## src/rtl/mux4_sched_pkg.sv

```systemverilog
// Shared types and select encoding for the round-robin scheduler that owns
// the select lines of the 4:1 gate-level mux.
package mux4_sched_pkg;

  typedef enum logic [1:0] {
    IDLE   = 2'd0,
    SETTLE = 2'd1,
    GRANT  = 2'd2
  } state_t;

  typedef logic [1:0] idx_t;

  // {sel1, sel0} is simply the binary index of the routed mux input.
  function automatic logic [1:0] sel_encode(input idx_t i);
    return i;
  endfunction

  function automatic logic [3:0] idx_onehot(input idx_t i);
    return 4'b0001 << i;
  endfunction

endpackage

```

## src/rtl/rr_pick4.sv

```systemverilog
// Combinational round-robin pick: first set request at or after ptr, mod 4.
module rr_pick4
  import mux4_sched_pkg::*;
(
  input  logic [3:0] req,
  input  idx_t       ptr,
  output idx_t       idx,
  output logic       any
);

  // Scan from the farthest offset down so the nearest set bit wins.
  always_comb begin
    idx = ptr;
    for (int k = 3; k >= 0; k--) begin
      if (req[ptr + idx_t'(k)]) idx = ptr + idx_t'(k);
    end
    any = |req;
  end

endmodule

```

## src/rtl/mux4_sched.sv

```systemverilog
// Round-robin owner of the 4:1 mux selects: settles the mux after every
// select change, then qualifies its output with out_valid until release.
module mux4_sched
  import mux4_sched_pkg::*;
#(
  parameter int SETTLE_CYC = 2,
  parameter int MAX_HOLD   = 8
) (
  input  logic       clk,
  input  logic       rst,
  input  logic [3:0] req,
  output logic       sel1,
  output logic       sel0,
  output logic [3:0] gnt,
  output logic       out_valid,
  output logic       busy
);

  localparam int SW = (SETTLE_CYC > 1) ? $clog2(SETTLE_CYC) : 1;
  localparam int HW = (MAX_HOLD > 1) ? $clog2(MAX_HOLD + 1) : 1;
  localparam logic [SW-1:0] SCNT_INIT = SW'(SETTLE_CYC - 1);
  localparam logic [HW-1:0] HOLD_LAST = HW'(MAX_HOLD - 1);

  // Handshake: req[i] is held high while requester i wants in{i} routed;
  // gnt[i] acknowledges ownership, and the mux output is usable only while
  // out_valid is high. Dropping req[i] releases the grant on the next edge.

  state_t          state;
  idx_t            ptr;
  idx_t            cur;
  idx_t            pick;
  logic            pick_any;
  logic [SW-1:0]   scnt;
  logic [HW-1:0]   hcnt;
  logic            settled;
  logic            others;

  rr_pick4 u_pick (
    .req (req),
    .ptr (ptr),
    .idx (pick),
    .any (pick_any)
  );

  assign others       = |(req & ~idx_onehot(cur));
  assign {sel1, sel0} = sel_encode(cur);
  assign busy         = (state != IDLE);

  always_ff @(posedge clk) begin
    if (rst) begin
      state     <= IDLE;
      ptr       <= '0;
      cur       <= '0;
      scnt      <= '0;
      hcnt      <= '0;
      settled   <= 1'b0;
      gnt       <= '0;
      out_valid <= 1'b0;
    end else begin
      case (state)
        IDLE: begin
          if (pick_any) begin
            cur  <= pick;
            gnt  <= idx_onehot(pick);
            hcnt <= '0;
            // Reusing an already-settled select needs no new settle window.
            if (pick == cur && settled) begin
              state     <= GRANT;
              out_valid <= 1'b1;
            end else begin
              settled <= 1'b0;
              scnt    <= SCNT_INIT;
              state   <= SETTLE;
            end
          end
        end
        SETTLE: begin
          if (!req[cur]) begin
            state <= IDLE;
            ptr   <= cur + 2'd1;
            gnt   <= '0;
          end else if (scnt == '0) begin
            state     <= GRANT;
            settled   <= 1'b1;
            hcnt      <= '0;
            out_valid <= 1'b1;
          end else begin
            scnt <= scnt - 1'b1;
          end
        end
        GRANT: begin
          if (!req[cur] || (hcnt == HOLD_LAST && others)) begin
            state     <= IDLE;
            ptr       <= cur + 2'd1;
            gnt       <= '0;
            out_valid <= 1'b0;
          end else if (hcnt == HOLD_LAST) begin
            hcnt <= '0;
          end else begin
            hcnt <= hcnt + 1'b1;
          end
        end
        default: state <= IDLE;
      endcase
    end
  end

endmodule
```

## config.mk

```make
export PLATFORM = sky130hd
export DESIGN_NAME = mux4_sched
export DESIGN_NICKNAME = d
export VERILOG_FILES = /design/src/rtl/mux4_sched_pkg.sv /design/src/rtl/rr_pick4.sv /design/src/rtl/mux4_sched.sv
export SDC_FILE = /design/constraint.sdc
export NUM_CORES = 1
export LEC_CHECK = 0
export BUFFER_PORTS_ARGS = -buffer_cell sky130_fd_sc_hd__buf_2
export CAP_MARGIN = 10
export CELL_PAD_IN_SITES_DETAIL_PLACEMENT = 0
export CELL_PAD_IN_SITES_GLOBAL_PLACEMENT = 1
export CORE_ASPECT_RATIO = 0.75
export CORE_UTILIZATION = 42
export DETAILED_ROUTE_END_ITERATION = 10
export HOLD_SLACK_MARGIN = 0.12
export PLACE_DENSITY_LB_ADDON = 0.25
export SYNTH_ARGS = -nofsm -noshare
export SYNTH_HDL_FRONTEND = slang
export SYNTH_SLANG_ARGS = --single-unit
export TNS_END_PERCENT = 1
```

## constraint.sdc

```tcl
create_clock -name clk -period 2.5 [get_ports clk]
set_input_delay 0.25 -clock clk [delete_from_list [all_inputs] [get_ports clk]]
set_output_delay 0.25 -clock clk [all_outputs]
set_load 0.02 [all_outputs]
```

==> metrics.log, run 1 <==
[metrics] Detail Route Antenna Nets: 0
[metrics] cts bufs inserted: 3
[metrics] register area share after synthesis: 30.16%
[metrics] Final Setup Violations: 0
[metrics] shortest clock period the worst path allows after layout: 2252 ps
[metrics] Worst path top cell family by delay: multiplexers
[metrics] TritonCTS clock tree: built
[metrics] Largest stage delay, worst path: 650 ps
[metrics] final worst path period share: 90.09%
[metrics] Main synth FF type: sky130_fd_sc_hd__dfxtp_1
[metrics] Synth Warn #: 0
[metrics] global-route wire length before repair: 4.271 mm
[metrics] RSZ-0062 raised after global routing: false
[metrics] Critical Path Slowest Stage Cell: sky130_fd_sc_hd__mux4_1
[metrics] vertical die dimension: 46.89 um
[metrics] count of unresolved DRC violations after routing: 0
[metrics] antenna violations before repair: 0
[metrics] Critical Path, Cell by Cell: mux4_1, and2_1, a222oi_1, nor3b_1, o21a_1
[metrics] worst-case clock skew: 10.30 ps
[metrics] HPWL reported at the end of detailed placement: 1.969 mm
[metrics] most common library cells after synthesis: 17 x sky130_fd_sc_hd__dfxtp_1, 15 x sky130_fd_sc_hd__nor2_1, 13 x sky130_fd_sc_hd__a21oi_1, 10 x sky130_fd_sc_hd__inv_1, 10 x sky130_fd_sc_hd__o21ai_0
[metrics] cell types with the largest area share after synthesis: sky130_fd_sc_hd__dfxtp_1 30%, sky130_fd_sc_hd__ha_1 10%, sky130_fd_sc_hd__a21oi_1 5.8%
[metrics] Pre-antenna DRT Iters: 4
[metrics] pin count of the biggest net entering global routing: 18
[metrics] average vias per placed instance: 5.516
[metrics] buffer levels on the longest clock path: 2
[metrics] Starting Density: 46.61%
[metrics] kind of end point of the critical path: flip-flop
[metrics] Slew @ Worst Pin: 515.1 ps
[metrics] number of distinct library cells after synthesis: 44
[metrics] worst hold path startpoint: rst
[metrics] deepest level of the CTS H-tree: 1
[metrics] launching element type of the critical path: flip-flop
[metrics] highest net fanout along the worst path: 6
[metrics] Final Power: 1.029 mW
[metrics] number of core rows: 15
[metrics] Clock Pin Slew Worst Setup and Hold Paths: 110 ps
[metrics] maximum achievable frequency: 444.0 MHz
[metrics] overall die area: 0.002900 mm2
[metrics] layout overhead on the synthesized area: 12.64%
[metrics] postcts setup bufs: 0
[metrics] area share of the largest cell type after synthesis: 30.16%
[metrics] Antenna Diode Count: 0
[metrics] dominant cell by count in the synthesized netlist: sky130_fd_sc_hd__dfxtp_1
[metrics] Max Slew Vio Count: 0
[metrics] Avg WL per Cell: 13.41 um
[metrics] number of global-route vias before repair: 931
[metrics] total of flip-flops plus latches after synthesis: 17
[metrics] final count of hold timing violations: 0
[metrics] Tot GR Track Use: 20.60%
[metrics] Worst-Skew Late Latency: 300 ps
[metrics] vias after detailed routing: 1,037
[metrics] number of port buffers: 13
[metrics] synthesized area divided by synthesized cell count: 8.238 um2
[metrics] reported leakage power: 0.5439 nW
[metrics] gpl congestion: 0.9002
[metrics] final global-route overflow total: 0
[metrics] ports placed on the boundary: 14
[metrics] worst path required time: 2760 ps
[metrics] fraction of registers with async set or reset after synthesis: 0%
[metrics] number of enable flip-flop cells after synthesis: 0
[metrics] reg2reg setup slack: 250 ps
[metrics] area of the core: 0.002421 mm2
[metrics] critical path buffer and inverter count: 0
[metrics] fraction of layout cells with a size suffix above 1: 16.23%
[metrics] DRC violation total after the first TritonRoute iteration: 79
[metrics] power density relative to cell area: 809.8 mW/mm2
[metrics] number of nets in the final layout: 170
[metrics] library cell with the largest summed area after synthesis: sky130_fd_sc_hd__dfxtp_1
[metrics] Crit Path Class: flip-flop to flip-flop
[metrics] class of the tightest hold or removal check: input port to flip-flop
[metrics] Reg2Reg Depth: 5
[metrics] VDD IR-drop max: 0.4804 mV
[metrics] number of cells on the worst hold path: 2
[metrics] CTS sink cnt: 17
[metrics] worst rel slew slack: 65.66%
[metrics] area of the mapped netlist: 0.001129 mm2
[metrics] number of max-capacitance violations reported: 0
[metrics] total wire length after detailed routing: 2.522 mm
[metrics] number of gates given a new drive strength after cts: 0
[metrics] worst r2r dst: state[0]$_SDFFE_PP0P_
[metrics] clock root buffer: sky130_fd_sc_hd__clkbuf_4
[metrics] endpoint of the worst hold path: cur[1]$_SDFFE_PP0P_
[metrics] number of hold-repair buffers added at the cts stage: 0
[metrics] Post-Syn Instances: 137
[metrics] post-synth net total: 152
[metrics] arrival time worst endpoint: 2510 ps
[metrics] final-layout setup total negative slack: 0 ps
[metrics] width of the chip: 61.86 um
[metrics] worst reg2reg startpoint: cur[1]$_SDFFE_PP0P_
[metrics] outcome: complete, no violations
-- stage by stage --
stage | utilization [%] | std cells | hold slack [ps] | instance area [um2] | setup WS (ps)
after floorplan | - | 137 | 458.0 | 1129 | 358.8
after global placement | 51.37 | 184 | 463.2 | 1244 | 236.9
after detailed placement | 51.37 | 184 | 465.9 | 1244 | 250.4
after CTS | 52.51 | 188 | 315.3 | 1271 | 223.7
after global routing | 52.51 | 188 | 345.2 | 1271 | 50.48
final | 52.51 | 188 | 311.0 | 1271 | 247.7
-- cell usage in the layout, fill, tap and decap left out, types with 2 or more instances in the layout --
master and n:
sky130_fd_sc_hd__dfxtp_1 17, sky130_fd_sc_hd__o21ai_0 10, sky130_fd_sc_hd__a21oi_1 13, sky130_fd_sc_hd__inv_1 10
sky130_fd_sc_hd__nand3_1 6, sky130_fd_sc_hd__clkbuf_4 3, sky130_fd_sc_hd__o21a_1 2, sky130_fd_sc_hd__nor2_1 15
sky130_fd_sc_hd__nand2_1 6, sky130_fd_sc_hd__nor2b_1 5, sky130_fd_sc_hd__nor3_1 5, sky130_fd_sc_hd__ha_1 9
sky130_fd_sc_hd__buf_2 13, sky130_fd_sc_hd__buf_4 2, sky130_fd_sc_hd__mux2i_1 3, sky130_fd_sc_hd__and2_1 3
sky130_fd_sc_hd__nand2b_1 3
-- routing by layer --
| metal | up-vias | wire [um] | share of wire, % | global-route usage, % |
|---|---|---|---|---|
| met5 | - | 0 | 0 | 0 |
| met2 | 14 | 996 | 39 | 29.03 |
| met3 | 2 | 77 | 3.1 | 5.785 |
| met4 | 0 | 13 | 0.52 | 4.000 |
| met1 | 489 | 1435 | 57 | 31.17 |
| li1 | 532 | - | - | - |
-- cell families after synthesis --
logic type                 count (synthesis)  share of synthesized area, %
and+or+nand+nor                           56                         27.27
DFF                                       17                         30.16
muxes                                      4                         4.989
adders and majority gates                  9                         9.978
buffers and inverters                     12                         3.991
AOI/OAI and AO/OA                         39                         23.62
-- how the worst max path moves through the flow --
stage	cells after the start	endpoint	from	slack (ps)
floorplan	5	state[0]$_SDFFE_PP0P_	cur[1]$_SDFFE_PP0P_	360
global placement	5	state[0]$_SDFFE_PP0P_	cur[1]$_SDFFE_PP0P_	240
detailed placement	5	state[0]$_SDFFE_PP0P_	cur[1]$_SDFFE_PP0P_	250
CTS	5	state[0]$_SDFFE_PP0P_	cur[1]$_SDFFE_PP0P_	220
global route	5	state[0]$_SDFFE_PP0P_	cur[1]$_SDFFE_PP0P_	50
finish	5	state[0]$_SDFFE_PP0P_	cur[1]$_SDFFE_PP0P_	250
-- where the power goes --
part	internal (mW)	total (mW)	leakage, nW	switching (mW)
logic	0.200	0.512	0.387	0.311
clock network	0.0596	0.153	0.0177	0.0935
registers	0.323	0.365	0.139	0.0412
total	0.583	1.03	0.544	0.446
-- final cells by class --
class,count,area [um2]
Fill cell,231,1150
Multi-Input combinational cell,108,743.2
Sequential cell,17,340.3
Timing Repair Buffer,15,80.08
Tap cell,34,42.54
Inverter,10,37.54
Clock buffer,3,22.52
Clock inverter,1,5.005
-- sequential cells by signal, summed over array words and instances, names as in the netlist --
signal     cells
out_valid      1
state          2
ptr            2
settled        1
gnt            4
hcnt           4
scnt           1
cur            2
No activity file was read; power rests on OpenSTA's default activity.
==> run 2, diff against run 1 <==
Settings changed: SYNTH_HIERARCHICAL from default to 1.
==> run 2 against run 1 <==
Net effect: cell count grew 2.7%; sequential cell count unchanged; synthesized cell count is 3.6% higher; sequential power rose by 16%; via count rose by 3.0%; register-to-register slack got worse by 30 ps; critical path type unchanged; largest cell class unchanged; largest power group unchanged.
==> metrics.log, run 2 <==
[metrics] most common library cells after synthesis: 17 x sky130_fd_sc_hd__dfxtp_1, 17 x sky130_fd_sc_hd__inv_1, 12 x sky130_fd_sc_hd__nand2_1, 11 x sky130_fd_sc_hd__a21oi_1, 9 x sky130_fd_sc_hd__ha_1
[metrics] instance area after placement: 0.001269 mm2
[metrics] ports placed on the boundary: 14
[metrics] Detail Route Antenna Nets: 0
[metrics] busiest grt layer: met2
[metrics] number of core rows: 16
[metrics] vias after detailed routing: 1,068
[metrics] antenna violations before repair: 0
[metrics] Largest stage delay, worst path: 490 ps
[metrics] met2 usage: 33.91%
[metrics] area share of the largest cell type after synthesis: 29.25%
[metrics] number of hold-repair buffers added at the cts stage: 0
[metrics] Reg2Reg Depth: 8
[metrics] launching element type of the critical path: flip-flop
[metrics] library cell with the largest summed area after synthesis: sky130_fd_sc_hd__dfxtp_1
[metrics] vertical die dimension: 47.59 um
[metrics] number of cells on the worst hold path: 2
[metrics] number of fill cells in the layout: 268
[metrics] kind of end point of the critical path: flip-flop
[metrics] Clock Pin Slew Worst Setup and Hold Paths: 70 ps
[metrics] post-synth net total: 157
[metrics] met1 Usage GRT: 25.18%
[metrics] number of nets in the final layout: 173
[metrics] layout overhead on the synthesized area: 13.01%
[metrics] class of the tightest hold or removal check: input port to flip-flop
[metrics] Starting Density: 44.37%
[metrics] Pre-antenna DRT Iters: 4
[metrics] Post-Syn Instances: 142
[metrics] worst rel slew slack: 62.21%
[metrics] final count of hold timing violations: 0
[metrics] buffer levels on the longest clock path: 2
[metrics] fraction of layout cells with a size suffix above 1: 16.56%
[metrics] register area share after synthesis: 29.25%
[metrics] Crit Path Class: flip-flop to flip-flop
[metrics] number of max-capacitance violations reported: 0
[metrics] count of unresolved DRC violations after routing: 0
[metrics] final global-route overflow total: 0
[metrics] Avg WL per Cell: 13.37 um
[metrics] global-route wire length before repair: 4.402 mm
[metrics] final-layout setup total negative slack: 0 ps
[metrics] VDD IR-drop max: 0.3898 mV
[metrics] cell types with the largest area share after synthesis: sky130_fd_sc_hd__dfxtp_1 29%, sky130_fd_sc_hd__ha_1 9.7%, sky130_fd_sc_hd__inv_1 5.5%
[metrics] outcome: complete, no violations
[metrics] number of gates given a new drive strength after cts: 0
[metrics] Slew @ Worst Pin: 560.7 ps
[metrics] largest registers: gnt (4), hcnt (4)
[metrics] shortest clock period the worst path allows after layout: 2283 ps
[metrics] worst-case clock skew: 5.965 ps
[metrics] overall die area: 0.002987 mm2
[metrics] area of the mapped netlist: 0.001164 mm2
[metrics] final worst path period share: 91.32%
[metrics] power density relative to cell area: 1045 mW/mm2
[metrics] Antenna Diode Count: 0
[metrics] area of the core: 0.002623 mm2
[metrics] Final Setup Violations: 0
[metrics] Worst-Skew Late Latency: 250 ps
[metrics] CTS sink cnt: 17
[metrics] width of the chip: 62.78 um
[metrics] average vias per placed instance: 5.534
[metrics] clock root buffer: sky130_fd_sc_hd__clkbuf_8
[metrics] Non-Filler Cell Area, Final: 0.001315 mm2
[metrics] cts bufs inserted: 3
[metrics] Tot GR Track Use: 19.33%
[metrics] arrival time worst endpoint: 2470 ps
[metrics] HPWL reported at the end of detailed placement: 1.978 mm
[metrics] Max Slew Vio Count: 0
[metrics] Synth Warn #: 6
[metrics] highest net fanout along the worst path: 6
[metrics] number of enable flip-flop cells after synthesis: 0
[metrics] maximum achievable frequency: 438.0 MHz
[metrics] postcts setup bufs: 0
[metrics] fraction of registers with async set or reset after synthesis: 0%
[metrics] RSZ-0062 raised after global routing: false
[metrics] GRT met3 Usage: 4.286%
[metrics] commonest cells after routing, fill and taps aside: 17 x sky130_fd_sc_hd__inv_1, 17 x sky130_fd_sc_hd__dfxtp_1, 13 x sky130_fd_sc_hd__buf_2
[metrics] reported leakage power: 0.5821 nW
[metrics] DRC violation total after the first TritonRoute iteration: 77
[metrics] gpl congestion: 0.7938
[metrics] TritonCTS clock tree: built
[metrics] pin count of the biggest net entering global routing: 21
[metrics] number of global-route vias before repair: 983
[metrics] number of distinct library cells after synthesis: 41
[metrics] Main synth FF type: sky130_fd_sc_hd__dfxtp_1
[metrics] total wire length after detailed routing: 2.580 mm
[metrics] Critical Path, Cell by Cell: and2b_2, or4_1, nand2_1, xnor2_1, and3_1, nand2b_1, or3_1, a21oi_1
[metrics] Critical Path Slowest Stage Cell: sky130_fd_sc_hd__or4_1
[metrics] total of flip-flops plus latches after synthesis: 17
[metrics] worst path required time: 2690 ps
[metrics] deepest level of the CTS H-tree: 1
[metrics] synthesized area divided by synthesized cell count: 8.194 um2
[metrics] number of port buffers: 13
-- run 2: final cells by class --
class | count | area, um2 | share of cell area, %
flip-flops and latches | 17 | 340.3 | 25.88
well taps | 36 | 45.04 | 3.425
clock inverters | 1 | 5.005 | 0.3806
clock buffers | 3 | 41.29 | 3.140
multi-input cells | 105 | 747.0 | 56.80
repair buffers | 14 | 72.57 | 5.519
inverters | 17 | 63.81 | 4.853
-- run 2: worst paths after layout --
kind,start,slack [ps],end
hold / removal,rst,410,cur[1]$_SDFFE_PP0P_
hold reg to reg,gnt[3]$_SDFFE_PP0P_,470,gnt[3]$_SDFFE_PP0P_
setup reg to reg,ptr[0]$_SDFFE_PP0P_,220,state[0]$_SDFFE_PP0P_
setup / recovery,ptr[0]$_SDFFE_PP0P_,220,state[0]$_SDFFE_PP0P_
-- run 2: stage by stage --
stage / power (mW) / hold slack, ps / setup WS [ps] / util, % / std cells
floorplan: 0.9827 / 461.7 / 386.3 / - / 142
CTS: 1.383 / 400.3 / 209.8 / 50.14 / 193
finish: 1.375 / 409.7 / 217.0 / 50.14 / 193
global route: 1.502 / 415.3 / 93.02 / 50.14 / 193
detailed placement: 1.171 / 462.8 / 226.2 / 48.38 / 189
global placement: 1.153 / 461.2 / 297.2 / 48.38 / 189
-- run 2: cell families (layout without fill, tap and decap cells) --
kind of cell	count (synthesis)	count (layout)	share of synthesized area, %
buf+inv	20	35	6.558
simple gates	53	53	24.84
fa+ha+maj	9	9	9.678
compound gates	37	37	23.55
mux	4	4	4.624
xor+xnor	2	2	1.506
flops	17	17	29.25
-- run 2: per-layer routing --
layer	up-vias	wire [um]
met2	15	1130
li1	543	-
met5	-	0
met3	2	70
met4	0	11
met1	508	1367
-- run 2: power breakdown --
| part | switching (mW) | total (mW) | internal (mW) |
|---|---|---|---|
| Combinational | 0.441 | 0.743 | 0.302 |
| Sequential | 0.0750 | 0.424 | 0.349 |
| Clock | 0.0967 | 0.207 | 0.111 |
-- run 2: critical path: cells and delay by family (launching register included) --
| family | cells | cell delay, ps |
|---|---|---|
| DFF | 1 | 380 |
| and+or+nand+nor | 6 | 1630 |
| AOI/OAI and AO/OA | 1 | 120 |
| xor gates and xnor gates | 1 | 90 |
==> run 3, diff against run 2 <==
Settings changed: ABC_AREA from default to 1, CORE_UTILIZATION 42 to 40.
==> run 3 against run 2 <==
Net effect: final area grew 15%; global-route usage shrank 0.63 points; combinational power grew 76%; highest routed layer unchanged; largest cell class unchanged; fmax grew 11%; clock power is essentially flat; non-clock buffer count is the same; utilization shrank 1.1 points.
==> metrics.log, run 3 <==
[metrics] outcome: complete, no violations
[metrics] hold slack: 207.5 ps
[metrics] register area share after synthesis: 24.91%
[metrics] count of unresolved DRC violations after routing: 0
[metrics] ports placed on the boundary: 14
[metrics] average vias per placed instance: 4.625
[metrics] clock root buffer: sky130_fd_sc_hd__clkbuf_8
[metrics] worst path required time: 2650 ps
[metrics] library cell with the largest summed area after synthesis: sky130_fd_sc_hd__dfxtp_1
[metrics] cts bufs inserted: 3
[metrics] maximum achievable frequency: 485.0 MHz
[metrics] worst rel slew slack: 69.82%
[metrics] fraction of layout cells with a size suffix above 1: 14.88%
[metrics] Worst-Skew Late Latency: 250 ps
[metrics] largest registers: gnt (4), hcnt (4)
[metrics] gpl congestion: 0.7587
[metrics] Reg2Reg Depth: 19
[metrics] layout overhead on the synthesized area: 10.81%
[metrics] final-layout setup total negative slack: 0 ps
[metrics] highest net fanout along the worst path: 7
[metrics] antenna violations before repair: 0
[metrics] arrival time worst endpoint: 2210 ps
[metrics] pin count of the biggest net entering global routing: 15
[metrics] HPWL reported at the end of detailed placement: 2.255 mm
[metrics] deepest level of the CTS H-tree: 1
[metrics] number of port buffers: 13
[metrics] dominant cell by count in the synthesized netlist: sky130_fd_sc_hd__nand2_1
[metrics] RSZ-0062 raised after global routing: false
[metrics] vias after detailed routing: 1,295
[metrics] fraction of registers with async set or reset after synthesis: 0%
[metrics] postcts setup bufs: 0
[metrics] area of the mapped netlist: 0.001366 mm2
[metrics] shortest clock period the worst path allows after layout: 2062 ps
[metrics] final global-route overflow total: 0
[metrics] commonest non-fill, non-tap cell in the layout: sky130_fd_sc_hd__nand2_1
[metrics] overall die area: 0.003656 mm2
[metrics] TritonCTS clock tree: built
[metrics] post-route insts no fill: 280
[metrics] Main synth FF type: sky130_fd_sc_hd__dfxtp_1
[metrics] reported leakage power: 0.8533 nW
[metrics] pre-CTS setup slack: 372.2 ps
[metrics] synthesized area divided by synthesized cell count: 6.046 um2
[metrics] number of fill cells in the layout: 332
[metrics] number of global-route vias before repair: 1,153
[metrics] vertical die dimension: 52.62 um
[metrics] Pre-antenna DRT Iters: 4
[metrics] commonest cells after routing, fill and taps aside: 80 x sky130_fd_sc_hd__nand2_1, 32 x sky130_fd_sc_hd__inv_1, 30 x sky130_fd_sc_hd__nor2_1
[metrics] final count of hold timing violations: 0
[metrics] total of flip-flops plus latches after synthesis: 17
[metrics] cell types with the largest area share after synthesis: sky130_fd_sc_hd__dfxtp_1 25%, sky130_fd_sc_hd__nand2_1 22%, sky130_fd_sc_hd__inv_1 8.8%
[metrics] Non-Filler Cell Area, Final: 0.001514 mm2
[metrics] global-route wire length before repair: 5.361 mm
[metrics] Post-Syn Instances: 226
[metrics] instance area after placement: 0.001468 mm2
[metrics] width of the chip: 69.49 um
[metrics] class of the tightest hold or removal check: input port to flip-flop
[metrics] number of cells on the worst hold path: 2
[metrics] launching element type of the critical path: flip-flop
[metrics] Clock Pin Slew Worst Setup and Hold Paths: 60 ps
[metrics] Max Slew Vio Count: 0
[metrics] worst-case clock skew: 0.8984 ps
[metrics] worst hold path startpoint: rst
[metrics] number of enable flip-flop cells after synthesis: 0
[metrics] Detail Route Antenna Nets: 0
[metrics] Crit Path Class: flip-flop to flip-flop
[metrics] fraction of the core area covered by cells at the end of the flow: 49.09%
[metrics] buffer levels on the longest clock path: 2
[metrics] reg2reg setup slack: 440 ps
[metrics] Starting Density: 44.30%
[metrics] Final Setup Violations: 0
[metrics] worst r2r dst: out_valid$_SDFFE_PP0P_
[metrics] endpoint of the worst hold path: hcnt[1]$_SDFFE_PP0P_
[metrics] area share of the largest cell type after synthesis: 24.91%
[metrics] number of distinct library cells after synthesis: 22
[metrics] number of max-capacitance violations reported: 0
[metrics] area of the core: 0.003084 mm2
[metrics] final worst path period share: 82.47%
[metrics] Final WS setup: 438.2 ps
[metrics] total wire length after detailed routing: 2.867 mm
[metrics] CTS sink cnt: 17
[metrics] VDD IR-drop max: 0.6033 mV
[metrics] number of core rows: 17
[metrics] Synth Warn #: 6
[metrics] kind of end point of the critical path: flip-flop
[metrics] power density relative to cell area: 1305 mW/mm2
[metrics] DRC violation total after the first TritonRoute iteration: 84
[metrics] worst reg2reg startpoint: ptr[1]$_SDFFE_PP0P_
[metrics] post-synth net total: 241
[metrics] Final Power: 1.976 mW
[metrics] Slew @ Worst Pin: 452.2 ps
[metrics] Antenna Diode Count: 0
[metrics] Tot GR Track Use: 18.71%
[metrics] Avg WL per Cell: 10.24 um
[metrics] most common library cells after synthesis: 80 x sky130_fd_sc_hd__nand2_1, 32 x sky130_fd_sc_hd__inv_1, 30 x sky130_fd_sc_hd__nor2_1, 17 x sky130_fd_sc_hd__dfxtp_1, 16 x sky130_fd_sc_hd__nand3_1
[metrics] number of nets in the final layout: 258
[metrics] Cells after DPL: 276
run 3: worst max-delay path by stage:
stage                                   start                     end
after global routing      ptr[1]$_SDFFE_PP0P_  out_valid$_SDFFE_PP0P_
after CTS                 ptr[0]$_SDFFE_PP0P_  out_valid$_SDFFE_PP0P_
after floorplan           ptr[0]$_SDFFE_PP0P_  out_valid$_SDFFE_PP0P_
final                     ptr[1]$_SDFFE_PP0P_  out_valid$_SDFFE_PP0P_
after detailed placement  ptr[0]$_SDFFE_PP0P_  out_valid$_SDFFE_PP0P_
after global placement    ptr[0]$_SDFFE_PP0P_  out_valid$_SDFFE_PP0P_
run 3: kinds of logic (layout without fill, tap and decap cells):
kind of cell / after synthesis / in the layout / synth area share (%)
simple gates: 145 / 145 / 48.54
buf+inv: 41 / 57 / 12.64
flops: 17 / 17 / 24.91
compound gates: 12 / 12 / 4.396
fa+ha+maj: 9 / 9 / 8.242
xor+xnor: 2 / 2 / 1.282
run 3: what timing repair did:
| item | CTS | global route |
|---|---|---|
| resized for setup | 0 | 1 |
| hold buffers | 0 | 0 |
| endpoints found under the setup margin | 0 | 1 |
run 3: power by group:
group / leakage, nW / internal (mW) / total, mW / switching [mW]
clock: 0.0228 / 0.113 / 0.204 / 0.0912
sequential: 0.140 / 0.366 / 0.464 / 0.0984
combinational: 0.690 / 0.473 / 1.31 / 0.834
total: 0.853 / 0.952 / 1.98 / 1.02
run 3: final cells by class:
class	instances	area [um2]	area share [%]
timing repair buffer	14	72.57	4.793
tap	38	47.55	3.141
clock buffer	4	45.04	2.975
sequential	17	341.6	22.56
inverter	39	153.9	10.17
multi-input combinational	168	853.3	56.36
run 3: critical path, cell delays in order, from the launching register on:
cell and delay [ps]:
sky130_fd_sc_hd__dfxtp_1 470, sky130_fd_sc_hd__inv_2 90, sky130_fd_sc_hd__nand2_1 70, sky130_fd_sc_hd__nand2_1 60
sky130_fd_sc_hd__nand2_1 80, sky130_fd_sc_hd__nand2_1 60, sky130_fd_sc_hd__inv_1 50, sky130_fd_sc_hd__nand2_1 60
sky130_fd_sc_hd__nand2_1 60, sky130_fd_sc_hd__nand2_1 40, sky130_fd_sc_hd__nand2_1 160, sky130_fd_sc_hd__inv_1 80
sky130_fd_sc_hd__nand2_1 60, sky130_fd_sc_hd__nand3_1 60, sky130_fd_sc_hd__nor2_1 130, sky130_fd_sc_hd__nor2_1 80
sky130_fd_sc_hd__nor2_1 100, sky130_fd_sc_hd__nand2_1 80, sky130_fd_sc_hd__nor2_1 110, sky130_fd_sc_hd__nor2_1 50
run 3: metal layers:
| metal | global-route usage (%) | share of wire, % | routed length, um |
|---|---|---|---|
| met1 | 28.92 | 59 | 1692 |
| met2 | 25.57 | 36 | 1022 |
| met3 | 4.615 | 5.1 | 145 |
| met4 | 3.061 | 0.24 | 7 |
| met5 | 0 | 0 | 0 |
